<file path="src/rtl/dispatch_ctrl_pkg.sv">
// Shared types and default widths for the two-wide dispatch controller.
package dispatch_ctrl_pkg;

   typedef enum logic [1:0] {
      QAlu  = 2'd0,
      QLsu  = 2'd1,
      QMdu  = 2'd2,
      QNone = 2'd3
   } queue_e;

   typedef enum logic {
      StPair = 1'b0,
      StHalf = 1'b1
   } state_e;

   localparam int unsigned QFreeWDefault   = 4;
   localparam int unsigned RobFreeWDefault = 6;
   localparam int unsigned NumIssueQ       = 3;

endpackage

</file>
<file path="src/rtl/dispatch_ctrl_res_check.sv">
// Combinational resource check: decides which pending slots fit in their queues and the ROB.
module disp_res_check
   import dispatch_ctrl_pkg::*;
#(
   parameter int unsigned QFREE_W   = QFreeWDefault,
   parameter int unsigned ROBFREE_W = RobFreeWDefault
) (
   input  logic                 pend0,
   input  logic                 pend1,
   input  queue_e               q0,
   input  queue_e               q1,
   input  logic [QFREE_W-1:0]   alu_free,
   input  logic [QFREE_W-1:0]   lsu_free,
   input  logic [QFREE_W-1:0]   mdu_free,
   input  logic [ROBFREE_W-1:0] rob_free,
   output logic                 fire0,
   output logic                 fire1
);

   logic [QFREE_W:0]   free0;
   logic [QFREE_W:0]   free1;
   logic [QFREE_W:0]   need1;
   logic [ROBFREE_W:0] rob_need1;
   logic               q0_ok;
   logic               q1_ok;

   always_comb begin
      free0 = '0;
      unique case (q0)
         QAlu:    free0 = {1'b0, alu_free};
         QLsu:    free0 = {1'b0, lsu_free};
         QMdu:    free0 = {1'b0, mdu_free};
         default: free0 = '0;
      endcase
      free1 = '0;
      unique case (q1)
         QAlu:    free1 = {1'b0, alu_free};
         QLsu:    free1 = {1'b0, lsu_free};
         QMdu:    free1 = {1'b0, mdu_free};
         default: free1 = '0;
      endcase
   end

   // NONE targets only the ROB, so it never waits on a queue.
   assign q0_ok = (q0 == QNone) || (free0 >= (QFREE_W+1)'(1));
   assign fire0 = pend0 && q0_ok && (rob_free != '0);

   // inst1 needs one more entry when inst0 takes from the same queue this cycle.
   assign need1     = (fire0 && (q1 == q0)) ? (QFREE_W+1)'(2) : (QFREE_W+1)'(1);
   assign rob_need1 = fire0 ? (ROBFREE_W+1)'(2) : (ROBFREE_W+1)'(1);
   assign q1_ok     = (q1 == QNone) || (free1 >= need1);
   assign fire1     = pend1 && (fire0 || !pend0) && q1_ok && ({1'b0, rob_free} >= rob_need1);

endmodule

</file>
<file path="src/rtl/dispatch_ctrl.sv">
// Two-wide in-order dispatch controller with a PAIR/HALF tracker for partially dispatched bundles.
module dispatch_ctrl
   import dispatch_ctrl_pkg::*;
#(
   parameter int unsigned QFREE_W   = QFreeWDefault,
   parameter int unsigned ROBFREE_W = RobFreeWDefault
) (
   input  logic                 clk,
   input  logic                 rst,
   input  logic                 flush,
   input  logic                 in_valid0,
   input  logic                 in_valid1,
   input  logic [1:0]           in_q0,
   input  logic [1:0]           in_q1,
   input  logic [QFREE_W-1:0]   alu_free,
   input  logic [QFREE_W-1:0]   lsu_free,
   input  logic [QFREE_W-1:0]   mdu_free,
   input  logic [ROBFREE_W-1:0] rob_free,
   output logic                 disp_fire0,
   output logic                 disp_fire1,
   output logic [2:0][1:0]      q_enq_cnt,
   output logic [1:0]           rob_enq_cnt,
   output logic                 stall_up
);

   state_e state_q;
   state_e state_d;
   logic   pend0;
   logic   pend1;
   logic   fire0;
   logic   fire1;
   logic   kill;

   assign pend0 = in_valid0 && (state_q == StPair);
   assign pend1 = in_valid1;
   assign kill  = rst || flush;

   disp_res_check #(
      .QFREE_W   (QFREE_W),
      .ROBFREE_W (ROBFREE_W)
   ) u_res_check (
      .pend0    (pend0),
      .pend1    (pend1),
      .q0       (queue_e'(in_q0)),
      .q1       (queue_e'(in_q1)),
      .alu_free (alu_free),
      .lsu_free (lsu_free),
      .mdu_free (mdu_free),
      .rob_free (rob_free),
      .fire0    (fire0),
      .fire1    (fire1)
   );

   always_ff @(posedge clk) begin
      if (rst) begin
         state_q <= StPair;
      end else begin
         state_q <= state_d;
      end
   end

   always_comb begin
      state_d = state_q;
      if (flush) begin
         state_d = StPair;
      end else begin
         unique case (state_q)
            StPair:  if (fire0 && pend1 && !fire1) state_d = StHalf;
            StHalf:  if (fire1) state_d = StPair;
            default: state_d = StPair;
         endcase
      end
   end

   always_comb begin
      disp_fire0  = fire0 && !kill;
      disp_fire1  = fire1 && !kill;
      rob_enq_cnt = 2'(disp_fire0) + 2'(disp_fire1);
      stall_up    = !kill && !((!pend0 || fire0) && (!pend1 || fire1));
      q_enq_cnt   = '0;
      for (int q = 0; q < NumIssueQ; q++) begin
         q_enq_cnt[q] = 2'(disp_fire0 && (in_q0 == 2'(q))) + 2'(disp_fire1 && (in_q1 == 2'(q)));
      end
   end

endmodule
</file>
<file path="config.mk">
export PLATFORM = sky130hd
export DESIGN_NAME = dispatch_ctrl
export DESIGN_NICKNAME = d
export VERILOG_FILES = /design/src/rtl/dispatch_ctrl_pkg.sv /design/src/rtl/dispatch_ctrl_res_check.sv /design/src/rtl/dispatch_ctrl.sv
export SDC_FILE = /design/constraint.sdc
export NUM_CORES = 1
export LEC_CHECK = 0
export ABC_AREA = 1
export ABC_CLOCK_PERIOD_IN_PS = 2800
export BUFFER_PORTS_ARGS = -buffer_cell sky130_fd_sc_hd__buf_2
export CAP_MARGIN = 20
export CORE_AREA = 8 8 46 48
export CTS_BUF_LIST = sky130_fd_sc_hd__clkbuf_8
export CTS_CLUSTER_DIAMETER = 50
export CTS_CLUSTER_SIZE = 24
export DETAILED_ROUTE_END_ITERATION = 10
export DIE_AREA = 0 0 54 56
export PLACE_DENSITY = 0.75
export SETUP_SLACK_MARGIN = 0.5
export SYNTH_ARGS = -nofsm -noshare
export SYNTH_HDL_FRONTEND = slang
export SYNTH_HIERARCHICAL = 1
export SYNTH_SLANG_ARGS = --single-unit
</file>
<file path="constraint.sdc">
create_clock -name clk -period 2.8 [get_ports clk]
set_clock_uncertainty 0.05 [all_clocks]
set_input_delay 0.14 -clock clk [delete_from_list [all_inputs] [get_ports clk]]
set_output_delay 0.14 -clock clk [all_outputs]
set_load 0.01 [all_outputs]
</file>
==> results of run 1 <==
## worst paths after layout
kind | from | slack [ns] | endpoint | cells past startpoint
worst max-delay path | state_q$_SDFF_PP0_ | 0.36 | stall_up | 19
worst min-delay path | rst | 0.37 | state_q$_SDFF_PP0_ | 4
worst max register to register | state_q$_SDFF_PP0_ | 0.54 | state_q$_SDFF_PP0_ | 19
worst min register to register | state_q$_SDFF_PP0_ | 0.43 | state_q$_SDFF_PP0_ | 2
## metal layers
layer	GRT usage	up-vias
li1	-	399
met1	0.122	323
met2	0.207	27
met3	0.00535	0
met4	0	0
met5	0	-
## kinds of logic after synthesis
kind of cell	share of synthesized area
AOI/OAI and AO/OA	0.101
adders and majority gates	0.183
DFF	0.0367
xor gates and xnor gates	0.0321
and+or+nand+nor	0.482
buffers and inverters	0.165
## worst max-delay path, cell delays in order (launching register included)
cell and delay (ns):
sky130_fd_sc_hd__dfxtp_2 0.30, sky130_fd_sc_hd__nor2_2 0.13, sky130_fd_sc_hd__nand2_1 0.09, sky130_fd_sc_hd__nor2_2 0.11, sky130_fd_sc_hd__nand2_2 0.09, sky130_fd_sc_hd__inv_2 0.09
sky130_fd_sc_hd__nand3_4 0.09, sky130_fd_sc_hd__ha_4 0.23, sky130_fd_sc_hd__a21boi_2 0.14, sky130_fd_sc_hd__nor2_1 0.09, sky130_fd_sc_hd__nand3_1 0.08, sky130_fd_sc_hd__nand2_1 0.09
sky130_fd_sc_hd__a21oi_2 0.05, sky130_fd_sc_hd__buf_4 0.13, sky130_fd_sc_hd__buf_4 0.12, sky130_fd_sc_hd__buf_4 0.12, sky130_fd_sc_hd__inv_2 0.05, sky130_fd_sc_hd__nand3_2 0.06
sky130_fd_sc_hd__nand2_1 0.06, sky130_fd_sc_hd__buf_2 0.12
## where the power goes
part / total (mW) / internal [mW] / switching, mW
combinational: 0.128 / 0.0610 / 0.0668
sequential: 0.0154 / 0.0151 / 0.000312
clock: 0 / 0 / 0
## cell usage after synthesis (all sizes together)
cell type / instances / area, um2
nand3b: 1 / 7.51
dfxtp: 1 / 20.0
nand3: 7 / 40.0
ha: 8 / 100
o21ai: 1 / 5.00
o211ai: 1 / 7.51
a21oi: 3 / 18.8
xnor2: 2 / 17.5
a221oi: 1 / 8.76
a21boi: 2 / 15.0
inv: 24 / 90.1
nand2: 23 / 96.3
nor2: 27 / 119
## final cells by class
class / count / area (um2) / area share
inverters: 24 / 90.1 / 0.102
multi-input cells: 76 / 497 / 0.565
flip-flops and latches: 1 / 21.3 / 0.0242
well taps: 16 / 20.0 / 0.0228
repair buffers: 45 / 251 / 0.286
## timing repair
action,CTS,global route
endpoints found under the setup margin,8,10
hold buffers,0,0
endpoints found under the hold margin,0,0
pin swaps,3,7
buffers inserted,5,3
gates resized for setup,3,15
cloned,0,0
==> reports/summary.json, run 1 <==
{
  "clock_input_transition_at_the_sequential_cells_of_the_worst_setup_and_hold_paths_ns": 0,
  "layout_worst_path_cycle_share": 0.872,
  "grt_max_degree": 8,
  "report.final.slew_viol_count": 0,
  "p_per_area_mw_per_mm2": 163,
  "worstSetupStartpointType": "flop",
  "groute.usage.overall": 0.105,
  "max-cap-violations": 0,
  "largest_register_ffs": 1,
  "detail_route_antenna_nets": 0,
  "placed_area_um2": 751,
  "outcome": "complete, no violations",
  "fin_setup_tns_ns": 0,
  "routed-via-count": 749,
  "timing.hold.ws_ns": 0.368,
  "layout.cells.most_common": "sky130_fd_sc_hd__buf_2",
  "p_leak_nw": 0.548,
  "pre_cts_slack_ns": 0.285,
  "totalWireLength_um": 1890,
  "design.final.nets": 183,
  "antennaDiodeCount": 0,
  "regMostFlops": "state_q",
  "start_util": 0.380,
  "grt_setup_unrepaired": "true",
  "floorplan.die_area_mm2": 0.00302,
  "grt_pass1_vias": 719,
  "dp.cells": 154,
  "initial_antenna_violation_count": 0,
  "wire_per_inst_um": 11.6,
  "routabilityCongestion": 0.870,
  "yosys.cell_types.count": 20,
  "syn_inst": 101,
  "floorplan.core_area_mm2": 0.00144,
  "first_pass_grt_wire_length_um": 2730,
  "drt-vias-per-instance": 4.62,
  "area_delta_synth_final_pct": 61.2,
  "layout.cells.most_common_list": "sky130_fd_sc_hd__buf_2, sky130_fd_sc_hd__inv_1, sky130_fd_sc_hd__nand2_1",
  "timing.final.hold_violations": 0,
  "fp-row-count": 14,
  "reg_top3": "state_q x1",
  "drive_gt1_frac": 0.493,
  "finalSetupViolations": 0,
  "placement.io_buffers": 37,
  "syn-cell-area_um2": 546,
  "die-height_um": 56,
  "max_freq_mhz": 410,
  "clkLatencyLatePin_ns": 0,
  "synth_nets": 136,
  "dp_hpwl_um": 1420,
  "num-fill-cells": 153,
  "die_x_um": 54,
  "yosys_warnings": 6,
  "timing_worst_slew_pin_value_ns": 0.435,
  "util_after_layout": 0.612,
  "met1_length_um": 708,
  "final.setup.worst_slack_ns": 0.358,
  "critical_path.max_fanout": 4,
  "dr.first_iter.drc_count": 11,
  "wl_met3_um": 179,
  "topRoutingLayerUsed": "met3",
  "top_level_pins": 38,
  "synth-seq-area-share": 0.0367,
  "non_filler_instance_count_after_layout": 162,
  "final.min_clock_period_ns": 2.44,
  "drt_first_pass_iters": 4,
  "yosys_register_bits": 1,
  "worstSetupPathType": "reg2out",
  "max-vdd-ir-drop_uv": 123,
  "wl_met2_um": 998,
  "timing.slew.headroom": 0.710,
  "grt-ovfl-total": 0,
  "arrival_time_at_the_worst_endpoint_ns": 2.25,
  "finalInstanceArea_um2": 880,
  "syn_area_per_cell_um2": 5.40,
  "hold_class": "in2reg",
  "power.total_uw": 143,
  "critical_path.endpoint_type": "output pin",
  "drc_errors": 0,
  "worst_ep_required_time_ns": 2.61
}
Power figures use the tool's default switching activity.
==> inputs of run 2 (changes only) <==
--- a/config.mk
+++ b/config.mk
@@ -6,7 +6,7 @@
 export NUM_CORES = 1
 export LEC_CHECK = 0
 export ABC_AREA = 1
-export ABC_CLOCK_PERIOD_IN_PS = 2800
+export ABC_CLOCK_PERIOD_IN_PS = 2300
 export BUFFER_PORTS_ARGS = -buffer_cell sky130_fd_sc_hd__buf_2
 export CAP_MARGIN = 20
 export CORE_AREA = 8 8 46 48
@@ -17,6 +17,7 @@
 export DIE_AREA = 0 0 54 56
 export PLACE_DENSITY = 0.75
 export SETUP_SLACK_MARGIN = 0.5
+export SKIP_CTS_REPAIR_TIMING = 1
 export SYNTH_ARGS = -nofsm -noshare
 export SYNTH_HDL_FRONTEND = slang
 export SYNTH_HIERARCHICAL = 1
==> constraint.sdc (replaced) <==
create_clock -name clk -period 2.3 [get_ports clk]
set_clock_uncertainty 0.05 [all_clocks]
set_input_delay 0.115 -clock clk [delete_from_list [all_inputs] [get_ports clk]]
set_output_delay 0.115 -clock clk [all_outputs]
set_load 0.01 [all_outputs]
==> reports/summary.json, run 2 (same netlist as run 1, synthesis figures left out) <==
{
  "outcome": "finished, violations left",
  "violations": "setup timing",
  "util_after_layout": {"value": 0.600, "change": "-0.0122"},
  "p_per_area": {"value": 183, "unit": "mW/mm2", "change": "+13%"},
  "arrival_time_at_the_worst_endpoint": {"value": 2.14, "unit": "ns", "change": "-0.11 ns"},
  "floorplan.core_area": {"value": 0.00144, "unit": "mm2", "change": "unchanged"},
  "die_x": {"value": 54, "unit": "um", "change": "unchanged"},
  "cpPeakStageDelay": {"value": 0.31, "unit": "ns", "change": "about the same"},
  "clkLatencyLatePin": {"value": 0, "unit": "ns", "change": "unchanged"},
  "drt-vias-per-instance": {"value": 4.55, "change": "-1.5%"},
  "drc_errors": {"value": 0, "change": "unchanged"},
  "finalSetupViolations": {"value": 1, "change": "+1"},
  "antennaDiodeCount": {"value": 0, "change": "unchanged"},
  "non_filler_instance_count_after_layout": {"value": 159, "change": "-1.9%"},
  "timing.critical_path.max_delay_family": "simple AND/OR/NAND/NOR gates",
  "drt_first_pass_iters": {"value": 4, "change": "unchanged"},
  "design.final.nets": {"value": 180, "change": "-1.6%"},
  "grt_setup_unrepaired": "true",
  "max-vdd-ir-drop": {"value": 125, "unit": "uV", "change": "+1.5%"},
  "worstSetupStartpointType": "flop",
  "sw_frac_of_total": {"value": 0.464, "change": "-0.00504"},
  "reg_top3": "state_q x1",
  "share_comb_of_total_power": {"value": 0.880, "change": "-0.012"},
  "final.min_clock_period_ns": 2.31,
  "p_seq_frac": {"value": 0.120, "change": "+0.012"},
  "initial_antenna_violation_count": {"value": 0, "change": "unchanged"},
  "final.setup.worst_slack": {"value": -0.00875, "unit": "ns", "change": "-0.367 ns"},
  "die-height": {"value": 56, "unit": "um", "change": "unchanged"},
  "pre_cts_slack": {"value": -0.0407, "unit": "ns", "change": "-0.325 ns"},
  "groute.usage.overall": {"value": 0.104, "change": "-0.00106"},
  "grt_pass1_vias": {"value": 685, "change": "-4.7%"},
  "layout.cells.most_common": "sky130_fd_sc_hd__buf_2",
  "grt_max_degree": {"value": 8, "change": "unchanged"},
  "critical_path.max_fanout": {"value": 4, "change": "unchanged"},
  "clock_input_transition_at_the_sequential_cells_of_the_worst_setup_and_hold_paths": {"value": 0, "unit": "ns", "change": "unchanged"},
  "p_int": {"value": 84.7, "unit": "uW", "change": "+11%"},
  "regMostFlops": "state_q",
  "totalWireLength": {"value": 1640, "unit": "um", "change": "-13%"},
  "timing.slew.headroom": {"value": 0.736, "change": "+0.0256"},
  "layout.cells.most_common_list": "sky130_fd_sc_hd__buf_2, sky130_fd_sc_hd__inv_1, sky130_fd_sc_hd__nand2_1, sky130_fd_sc_hd__nor2_1, sky130_fd_sc_hd__nor2_2",
  "worst_ep_required_time": {"value": 2.13, "unit": "ns", "change": "-0.48 ns"},
  "cells_traversed_along_the_worst_timing_path": "nor2_4 -> nand2_1 -> nor2_2 -> nand2_2 -> buf_4 -> ha_1 -> a21boi_1 -> nor2_1 -> nor2_1 -> nand2_1 -> a21oi_2 -> nand2_2 -> nor2_2 -> ha_1 -> buf_6",
  "layout_worst_path_cycle_share": 1.00,
  "floorplan.die_area": {"value": 0.00302, "unit": "mm2", "change": "unchanged"},
  "largest_register_ffs": {"value": 1, "change": "unchanged"},
  "placement.io_buffers": {"value": 37, "change": "unchanged"},
  "max_freq_mhz": 433,
  "total_switching_power": {"value": 73.2, "unit": "uW", "change": "+9.1%"},
  "dp_hpwl": {"value": 1400, "unit": "um", "change": "-1.5%"},
  "critical_path.endpoint_type": "output pin",
  "routabilityCongestion": {"value": 0.792, "change": "-8.9%"},
  "timing_worst_slew_pin_value": {"value": 0.396, "unit": "ns", "change": "-0.0384 ns"},
  "fp-row-count": {"value": 14, "change": "unchanged"},
  "dp.cells": {"value": 157, "change": "+1.9%"},
  "grt-ovfl-total": {"value": 0, "change": "unchanged"},
  "area_delta_synth_final_pct": 58.0,
  "max-cap-violations": {"value": 0, "change": "unchanged"},
  "cp_slowest_cell": "sky130_fd_sc_hd__dfxtp_2",
  "detail_route_antenna_nets": {"value": 0, "change": "unchanged"},
  "dr.first_iter.drc_count": {"value": 7, "change": "-4"},
  "routed-via-count": {"value": 724, "change": "-3.3%"},
  "report.final.slew_viol_count": {"value": 0, "change": "unchanged"},
  "first_pass_grt_wire_length": {"value": 2720, "unit": "um", "change": "-0.51%"},
  "p_leak": {"value": 0.527, "unit": "nW", "change": "-3.8%"},
  "top_level_pins": {"value": 38, "change": "unchanged"},
  "share_clk_of_total_power": {"value": 0, "change": "unchanged"},
  "drive_gt1_frac": {"value": 0.462, "change": "-0.0316"},
  "start_util": {"value": 0.380, "change": "unchanged"},
  "wire_per_inst": {"value": 10.3, "unit": "um", "change": "-11%"},
  "hold_class": "in2reg",
  "finalInstanceArea": {"value": 862, "unit": "um2", "change": "-2.0%"},
  "timing.final.hold_violations": {"value": 0, "change": "unchanged"},
  "placed_area": {"value": 797, "unit": "um2", "change": "+6.2%"},
  "critPathBufInv": {"value": 2, "change": "-4"},
  "worstSetupPathType": "reg2out"
}
[run 2: path summary, 6_finish.rpt]
| path | end | slack (ns) | cells past startpoint | start |
|---|---|---|---|---|
| hold reg to reg | state_q$_SDFF_PP0_ | 0.44 | 2 | state_q$_SDFF_PP0_ |
| hold / removal | state_q$_SDFF_PP0_ | 0.34 | 4 | rst |
| setup reg to reg | state_q$_SDFF_PP0_ | 0.44 | 14 | state_q$_SDFF_PP0_ |
| setup / recovery | q_enq_cnt[4] | -0.009 | 15 | state_q$_SDFF_PP0_ |
[run 2: worst min-delay path: stages]
cell and delay (ns):
sky130_fd_sc_hd__buf_2 0.10, sky130_fd_sc_hd__nor2_4 0.05, sky130_fd_sc_hd__nand2_1 0.05, sky130_fd_sc_hd__nor2_1 0.04
[run 2: area by class of cell]
| class | instances | area [um2] |
|---|---|---|
| inverter | 24 | 90.1 |
| tap | 16 | 20.0 |
| timing repair buffer | 42 | 241 |
| multi-input combinational | 76 | 489 |
| fill | 157 | 574 |
| sequential | 1 | 21.3 |
[run 2: routing by layer]
| metal | GRT usage | part of all wire |
|---|---|---|
| met3 | 0.0107 | 0.071 |
| met4 | 0.0141 | 0 |
| met5 | 0 | 0 |
| met1 | 0.124 | 0.38 |
| met2 | 0.191 | 0.55 |
[run 2: power by group through the flow]
stage / Combinational (mW) / Sequential (mW) / Clock, mW
2_1_floorplan: 0.0729 / 0.0189 / 0
3_3_place_gp: 0.119 / 0.0189 / 0
3_5_place_dp: 0.122 / 0.0190 / 0
4_1_cts: 0.123 / 0.0190 / 0
5_1_grt: 0.158 / 0.0190 / 0
6_report: 0.139 / 0.0190 / 0
[run 2: through the flow]
step	hold WS [ns]	TNS (ns)	power [mW]
detailed placement	0.347	-0.0739	0.141
finish	0.342	-0.00875	0.158
CTS	0.347	-0.0970	0.142
global route	0.362	-0.782	0.177
floorplan	0.207	0	0.0917
global placement	0.343	0	0.137
